**config.mk**
```make
export PLATFORM = sky130hd
export DESIGN_NAME = store_buffer
export DESIGN_NICKNAME = d
export VERILOG_FILES = /design/src/rtl/store_buffer_pkg.sv /design/src/rtl/store_buffer.sv
export SDC_FILE = /design/constraint.sdc
export NUM_CORES = 1
export LEC_CHECK = 0
export CAP_MARGIN = 20
export CORE_UTILIZATION = 52
export CTS_CLUSTER_SIZE = 10
export DETAILED_ROUTE_END_ITERATION = 12
export PLACE_DENSITY = 0.74
export SYNTH_ARGS = -nofsm -noshare
export SYNTH_HDL_FRONTEND = slang
export SYNTH_SLANG_ARGS = --single-unit
```
**constraint.sdc**
```tcl
create_clock -name clk -period 1.74 [get_ports clk]
set_input_delay 0.348 -clock clk [delete_from_list [all_inputs] [get_ports clk]]
set_output_delay 0.348 -clock clk [all_outputs]
set_load 0.03 [all_outputs]
```
**src/rtl/store_buffer_pkg.sv**
```systemverilog
// Shared definitions for the store buffer: entry layout, drain FSM states,
// default depth and the word-address compare used by load conflict checks.
package store_buffer_pkg;

    // Default number of pending-store entries (power of two, >= 2).
    localparam int unsigned SB_DEPTH_DEFAULT = 4;

    // One pending store as held in the circular FIFO.
    typedef struct packed {
        logic [31:0] addr;
        logic [31:0] data;
        logic [3:0]  sel;
        logic        valid;
    } type_sb_entry_s;

    // Drain state machine: IDLE has nothing to send, DRAIN offers the head entry.
    typedef enum logic [0:0] {
        SB_IDLE  = 1'b0,
        SB_DRAIN = 1'b1
    } type_sb_states_e;

    // Two addresses hit the same 32-bit word when bits [31:2] agree.
    function automatic logic same_word(input logic [29:0] a_word, input logic [29:0] b_word);
        return (a_word == b_word);
    endfunction

endpackage

```
**src/rtl/store_buffer.sv**
```systemverilog
// Store buffer: queues committed stores from the LSU in order and drains them
// one at a time to the data cache. Loads that touch a word still pending in
// the buffer are flagged so the LSU can hold them until the store retires.
module store_buffer
    import store_buffer_pkg::*;
#(
    parameter int unsigned SB_DEPTH = SB_DEPTH_DEFAULT
) (
    input  logic        clk,
    input  logic        rst_n,
    input  logic        lsu_st_req,
    input  logic [31:0] lsu_st_addr,
    input  logic [31:0] lsu_st_data,
    input  logic [3:0]  lsu_st_sel,
    output logic        sb_stall,
    input  logic [31:0] ld_addr,
    output logic        ld_conflict,
    input  logic        fence_req,
    output logic        sb_empty,
    output logic        dcache_req,
    output logic [31:0] dcache_addr,
    output logic [31:0] dcache_wdata,
    output logic [3:0]  dcache_sel,
    input  logic        dcache_ack
);

    localparam int unsigned PTR_W = $clog2(SB_DEPTH);
    localparam int unsigned CNT_W = PTR_W + 1;
    localparam logic [CNT_W-1:0] FULL_CNT = CNT_W'(SB_DEPTH);
    localparam logic [CNT_W-1:0] ONE_CNT  = CNT_W'(1);
    localparam logic [CNT_W-1:0] ZERO_CNT = CNT_W'(0);

    type_sb_entry_s  entries_q [SB_DEPTH];
    type_sb_entry_s  entries_d [SB_DEPTH];
    logic [PTR_W-1:0] rd_ptr_q, rd_ptr_d;
    logic [PTR_W-1:0] wr_ptr_q, wr_ptr_d;
    logic [CNT_W-1:0] count_q, count_d;
    type_sb_states_e  state_q, state_d;

    logic             full_s;
    logic             stall_s;
    logic             push_s;
    logic             pop_s;
    logic             dcache_req_s;
    logic             conflict_s;
    type_sb_entry_s   head_s;
    logic             unused_ld_offset_s;

    // Byte offset of the load never matters: conflicts are checked per word.
    assign unused_ld_offset_s = ^ld_addr[1:0];

    assign full_s       = (count_q == FULL_CNT);
    // A pop in the same cycle does not free a slot for the incoming store.
    assign stall_s      = lsu_st_req & (full_s | fence_req);
    assign push_s       = lsu_st_req & ~stall_s;
    assign dcache_req_s = (state_q == SB_DRAIN);
    // Acks are only meaningful while a write is being offered.
    assign pop_s        = dcache_req_s & dcache_ack;
    assign head_s       = entries_q[rd_ptr_q];

    // Entry array next state: write the new store at the tail, retire the head.
    always_comb begin
        entries_d = entries_q;
        if (push_s) begin
            entries_d[wr_ptr_q] = '{addr: lsu_st_addr, data: lsu_st_data,
                                    sel: lsu_st_sel, valid: 1'b1};
        end else begin
            entries_d[wr_ptr_q] = entries_q[wr_ptr_q];
        end
        // Head and tail slots never coincide when both a push and a pop happen,
        // because a push needs a free slot and a pop needs a filled one.
        if (pop_s) begin
            entries_d[rd_ptr_q].valid = 1'b0;
        end else begin
            entries_d[rd_ptr_q].valid = entries_d[rd_ptr_q].valid;
        end
    end

    // Pointer and occupancy next state; pointers wrap naturally at SB_DEPTH.
    always_comb begin
        wr_ptr_d = wr_ptr_q;
        rd_ptr_d = rd_ptr_q;
        count_d  = count_q;
        if (push_s) begin
            wr_ptr_d = wr_ptr_q + PTR_W'(1);
        end else begin
            wr_ptr_d = wr_ptr_q;
        end
        if (pop_s) begin
            rd_ptr_d = rd_ptr_q + PTR_W'(1);
        end else begin
            rd_ptr_d = rd_ptr_q;
        end
        case ({push_s, pop_s})
            2'b10:   count_d = count_q + ONE_CNT;
            2'b01:   count_d = count_q - ONE_CNT;
            default: count_d = count_q;
        endcase
    end

    // Drain FSM: leave DRAIN only when the last entry retires with no refill.
    always_comb begin
        state_d = state_q;
        case (state_q)
            SB_IDLE: begin
                if (count_q != ZERO_CNT) begin
                    state_d = SB_DRAIN;
                end else begin
                    state_d = SB_IDLE;
                end
            end
            SB_DRAIN: begin
                if (pop_s && (count_q == ONE_CNT) && !push_s) begin
                    state_d = SB_IDLE;
                end else begin
                    state_d = SB_DRAIN;
                end
            end
            default: state_d = SB_IDLE;
        endcase
    end

    // Load conflict: any valid entry, including the head in flight, on the same word.
    always_comb begin
        conflict_s = 1'b0;
        for (int unsigned i = 0; i < SB_DEPTH; i++) begin
            conflict_s = conflict_s |
                         (entries_q[i].valid & same_word(entries_q[i].addr[31:2], ld_addr[31:2]));
        end
    end

    // Cache write fields come straight from the head entry while a write is offered.
    always_comb begin
        dcache_addr  = 32'h0000_0000;
        dcache_wdata = 32'h0000_0000;
        dcache_sel   = 4'h0;
        if (dcache_req_s) begin
            dcache_addr  = head_s.addr;
            dcache_wdata = head_s.data;
            dcache_sel   = head_s.sel;
        end else begin
            dcache_addr  = 32'h0000_0000;
            dcache_wdata = 32'h0000_0000;
            dcache_sel   = 4'h0;
        end
    end

    // State registers; reset abandons any in-flight write and empties the buffer.
    always_ff @(posedge clk or negedge rst_n) begin
        if (!rst_n) begin
            entries_q <= '{default: '0};
            rd_ptr_q  <= '0;
            wr_ptr_q  <= '0;
            count_q   <= '0;
            state_q   <= SB_IDLE;
        end else begin
            entries_q <= entries_d;
            rd_ptr_q  <= rd_ptr_d;
            wr_ptr_q  <= wr_ptr_d;
            count_q   <= count_d;
            state_q   <= state_d;
        end
    end

    assign sb_stall    = stall_s;
    assign ld_conflict = conflict_s;
    assign sb_empty    = (count_q == ZERO_CNT);
    assign dcache_req  = dcache_req_s;

endmodule

```
== Word level (Yosys, flattened, before mapping) ==
Cells that the tools add are included.
Word-level totals
  logic and storage cells: 85
  output and inout bits: 72
  bits in registers: 284
Cells by class
  add/sub/neg operators: 4
  equal/unequal tests: 8
  $lt $le $gt $ge: 4
  multiplexer cells: 26
  reduce and logical (&&, ||, !) cells: 8
  bitwise operators: 15
Operators by type and width (count)
  bitwise mux 276 bit: 4
  2-to-1 mux 276 bit: 2
  binary-select mux 69 bit (select 2 bit): 3
  2-to-1 mux 69 bit: 5
  demux 69 bit (select 2 bit): 2
  equality test 30 bit: 4
  2-to-1 mux 32 bit: 2
  AND 1 bit: 7
  >= comparator 3 bit (second input constant): 2
  less-than comparator 3 x 1 -> 1 bit (second input constant): 2
  NOT 2 -> 3 bit: 2
  case mux 3 bit (2 select lines): 1
  2-to-1 mux 1 bit: 5
  adder 2 x 1 -> 2 bit (second input constant): 2
  logical AND 1 bit: 4
  2-to-1 mux 4 bit: 1
  bitwise OR 1 bit: 4
  adder 3 x 1 -> 3 bit (second input constant): 1
  equality test 3 x 1 -> 1 bit (second input constant): 1
  equality test 3 bit (second input constant): 1
  logical NOT 3 bit: 1
  nonzero test 3 bit: 1
  subtractor 3 x 1 -> 3 bit (second input constant): 1
  equality test 2 x 1 -> 1 bit (second input constant): 1
  other kinds (5): 6

== Longest topological paths before layout ==
  depth in word-level cells: 12
  depth in mapped cells: 9

== Worst setup path after synthesis ==
Ideal clock, no wire load.
  kind: register to output
  start: register rd_ptr_q[0]
  end: output port dcache_addr[10]
  cell stages (with the launch flop): 5
  arrival: 1612 ps
  slack: -220 ps
  cell sequence: dfrtp_1 -> buf_2 -> buf_2 -> mux4_2 -> and2_1
Between the ends
  longest elaborated chain between the ends: 5
Ends and longest elaborated chain
  start: declaration: RTL line store_buffer.sv:35  | logic [PTR_W-1:0] rd_ptr_q, rd_ptr_d;
  start signal: assignment: RTL line store_buffer.sv:158  | rd_ptr_q <= rd_ptr_d;
  NOT 2 -> 3 bit (implied by the code): RTL line store_buffer.sv:59  | assign head_s = entries_q[rd_ptr_q];
  binary-select mux 69 bit (select 2 bit): RTL line store_buffer.sv:59
  2-to-1 mux 69 bit (implied by the code) (2 in series): RTL line store_buffer.sv:59
  2-to-1 mux 32 bit: RTL line store_buffer.sv:137  | if (dcache_req_s) begin
  end: declaration: RTL line store_buffer.sv:21  | output logic [31:0] dcache_addr,
No other way between the ends. The select of a mux whose other input is x is not followed.

==> impl_summary.md <==
Final layout
The finished cells cover 25700 um2. The core utilization of the finished layout is 84.0%. Relative to the synthesized area, the layout overhead comes to 58.5%. In the final layout, the share of cells above drive strength 1 is 57.6%. In the layout the commonest cells are 380 x sky130_fd_sc_hd__buf_4, 278 x sky130_fd_sc_hd__dfrtp_1, 269 x sky130_fd_sc_hd__nor2_1.

In the final design database the tool counted 2130 nets. Summing all flip-flop and latch instances after layout gives 7120 um2. The library cell used most frequently in the layout, excluding fill and tap cells, is sky130_fd_sc_hd__buf_4. The number of filler cells placed in the layout is 1347. The multi-input combinational cells in the finished layout cover a total of 10500 um2.

Power
Power spread over the standard cell area amounts to 2350 nW/um2. In this run the static leakage power is 10.3 nW. IR analysis of the VDD net gives a maximum drop of 1.43 mV.

GRT
Entering global routing, the biggest net connects 73 pins. For this run the aggregate overflow at the end of global routing stands at 0. For this run, the total global-route usage over all layers was measured as 41.9%.

The number of antenna violations at the first check in global routing came to 8. The first global-routing pass estimated 98800 um of wire. The number of global-route vias before repair is ~17000.

Worst setup path
The master of the slowest instance on the critical path is sky130_fd_sc_hd__xnor2_1. By instance count, the cell type seen most on the critical path is sky130_fd_sc_hd__nand4_1. For this run, the slowest stage of the critical path takes slightly below 700 ps. The setup path with the least slack is of type flip-flop to output port. The required time of the critical path is 1390 ps. The data arrival time of the worst path is 2730 ps.

The maximum net fanout on the critical path is 2. The worst setup path is captured at an output port. The startpoint kind of the worst setup timing path is a flip-flop.

The worst reg-to-reg setup slack is -350 ps. The cell count of the worst reg-to-reg path is 8. In this run the critical register-to-register path is launched from rd_ptr_q[0]$_DFFE_PN0P_. The critical path runs through a total of 6 cells. The destination of the worst register-to-register timing path is entries_q[0]$_DFF_PN0_. Together, buffers and inverters on the worst path number 1.

The kind of cell with the highest combined delay along the critical path is simple AND/OR/NAND/NOR gates. The critical path goes through xnor2_1, nand4_1, nor4_2, nand4_1, nand4_1, buf_12.

STA
Setup slack on the critical path of the routed design comes to -1340 ps. The achievable clock frequency is 0.325 GHz. Subtracting the final worst setup slack from the clock period gives 3080 ps.

At the pin with the least slew margin, the transition time is 845 ps. The share of the cycle needed by the critical path after routing is 177%. Setup total negative slack on the finished layout was measured at -99630 ps. The hold violation total from the final report is 0. The worst clock skew on the final layout is 20.2 ps. Setup repair after global routing could not meet its margin everywhere.

Measured against its own limit, the worst slew margin works out to a little over two fifths. The setup violation total in the final timing report is 352. The number of pins with negative max-slew slack in the final report is 0.

Synthesis
The number of nets handed over by synthesis was ~1600. The synthesis warning total is 0. The number of standard cells after synthesis is 1441. Summing every instance area after synthesis gives between 15000 and 20000 um2. In this run the mean area of a mapped cell was roughly 11 um2.

After synthesis, the largest family of logic cells by area is multiplexers. The count of cell types in the netlist is 32. The register bit count reported by yosys is approximately 280.

The complex-gate fraction of the synthesized area is 9.31%. After Yosys synthesis, and, or, nand and nor cells account for 11.0% of the synthesized area. Summing the areas of all xor and xnor instances in the mapped netlist gives approximately 6.8% of the synthesized area. The proportion of synthesized chip area in sequential cells is between 40% and 50%. The synthesized netlist devotes 1.00% of its cell area to adder and majority cells.

The share of synthesized area spent on multiplexers is 24.3%.

Route
The final wirelength is ~76000 um. Once detail routing completed, the nets flagged for antenna violations numbered 0. The number of vias per cell after detailed routing is between 7 and 8. The final routed DRC violation total is 0.

The count of TritonRoute iterations in the first routing pass is 7. The initial DRC count is 2412. The mean routed wirelength per cell is around 31 um. The total number of vias is 17100.

Clock tree
The tree is rooted in a sky130_fd_sc_hd__clkbuf_16. The CTS buffer count is 35. The H-tree was split into 2 levels.

TritonCTS built the clock tree. The number of buffers between clock root and the deepest sink is 3. For this design, the sink count on the clock tree is 284. Clock latency on the worst-skew pair, taken at its later pin, is 530 ps. The clock slew seen by the registers of the worst setup and hold paths is 60 ps.

Min path
The type of the most critical hold path is input port to async pin.

Floorplan
The total core area is 30600 um2. The initial core utilization is a little over half. The number of top-level pins is 177. From bottom edge to top edge, the die measures 179 um. The horizontal extent of the die is 179 um. The floorplan has 64 rows.

The area of the die is 31900 um2.

Run status
The final reports fail on setup timing. The run finished, with violations left.

Place
The placed wire-length estimate after detailed placement is 35700 um. The routability congestion estimate from global placement is roughly 1.0. Summing all placed instances gives a cell area of about 22000 um2. Buffers placed on the I/O ports in this run total 174.

Job
The number of maximum-capacitance constraint violations is 0.
-- cell usage after synthesis --
cell	count	share of area, %
sky130_fd_sc_hd__mux2i_1	37	2.3
sky130_fd_sc_hd__buf_6	12	0.83
sky130_fd_sc_hd__buf_2	14	0.43
sky130_fd_sc_hd__and2_1	68	2.6
sky130_fd_sc_hd__dfrtp_1	284	44
sky130_fd_sc_hd__o2bb2ai_1	1	0.054
sky130_fd_sc_hd__o21ai_0	3	0.093
sky130_fd_sc_hd__o21ai_2	1	0.054
sky130_fd_sc_hd__a21oi_4	2	0.20
sky130_fd_sc_hd__nor2_1	278	6.4
sky130_fd_sc_hd__nand3_1	1	0.031
sky130_fd_sc_hd__nor2b_1	2	0.077
sky130_fd_sc_hd__a21oi_1	272	8.4
sky130_fd_sc_hd__a211oi_1	4	0.19
sky130_fd_sc_hd__clkbuf_8	2	0.17
sky130_fd_sc_hd__ha_1	13	1.0
sky130_fd_sc_hd__nand4_1	25	0.97
sky130_fd_sc_hd__nand2_2	1	0.039
sky130_fd_sc_hd__mux4_2	138	19
sky130_fd_sc_hd__nand2_1	5	0.12
sky130_fd_sc_hd__mux2i_2	32	2.7
sky130_fd_sc_hd__mux2_2	1	0.069
sky130_fd_sc_hd__nor4_1	16	0.62
sky130_fd_sc_hd__clkbuf_1	82	1.9
sky130_fd_sc_hd__o221ai_1	1	0.054
sky130_fd_sc_hd__buf_4	7	0.32
sky130_fd_sc_hd__inv_1	7	0.16
sky130_fd_sc_hd__a31o_1	4	0.22
sky130_fd_sc_hd__a21o_1	1	0.046
sky130_fd_sc_hd__nand2b_1	2	0.077
sky130_fd_sc_hd__xor2_1	45	2.4
sky130_fd_sc_hd__xnor2_1	80	4.3
-- routing by layer --
layer / global-route usage [%] / wire length (um) / vias to the layer above
li1: - / - / 6329
met1: 49.5 / 24400 / 8359
met2: 67.7 / 34600 / 1739
met3: 11.1 / 10100 / 624
met4: 27.6 / 7070 / 4
met5: 0 / 28 / -
-- per-stage QoR --
stage          power (mW)  cells  worst slack, ps  hold WS, ps
2_1_floorplan        28.9   1441            -69.0         52.4
3_3_place_gp         40.6   2307             -967          269
3_5_place_dp         41.6   2307             -867          270
4_1_cts              54.8   2411             -903          333
5_1_grt              61.7   2424            -1270          349
6_report             60.3   2433            -1340          306
-- where the power goes --
group	total [mW]	switching (mW)	leakage, nW	internal (mW)
Sequential	11.7	2.43	2.89	9.23
Combinational	41.7	21.8	6.89	19.9
Clock	6.94	3.01	0.490	3.92
-- kinds of logic after synthesis --
group,count (synthesis)
flops,284
xor+xnor,125
mux,208
buf+inv,124
compound gates,289
simple gates,398
fa+ha+maj,13
-- cell type report --
type                    instances  share of cell area [%]
diodes                         11                   0.107
clock buffers                  49                    3.86
clock inverters                 2                  0.0390
inverters                       7                   0.151
multi-input cells            1033                    40.7
flip-flops and latches        284                    27.7
well taps                     396                    1.93
repair buffers                651                    25.5
-- worst max-delay path by stage --
stage	slack [ps]	to	start
finish	-1340	ld_conflict	flip-flop
global route	-1270	ld_conflict	ld_addr[24]
CTS	-900	dcache_addr[8]	rd_ptr_q[0]$_DFFE_PN0P_
detailed placement	-870	ld_conflict	ld_addr[29]
global placement	-970	ld_conflict	ld_addr[24]
floorplan	-70	entries_q[0]$_DFF_PN0_	wr_ptr_q[0]$_DFFE_PN0N_
-- what timing repair did --
item	CTS	global route
pin swaps	273	45
resized for setup	663	159
setup endpoints to repair	346	353
buffers inserted	38	23
hold buffers	1	0
cloned	16	1
hold endpoints to repair	22	0
(Power assumes the default switching activity.)
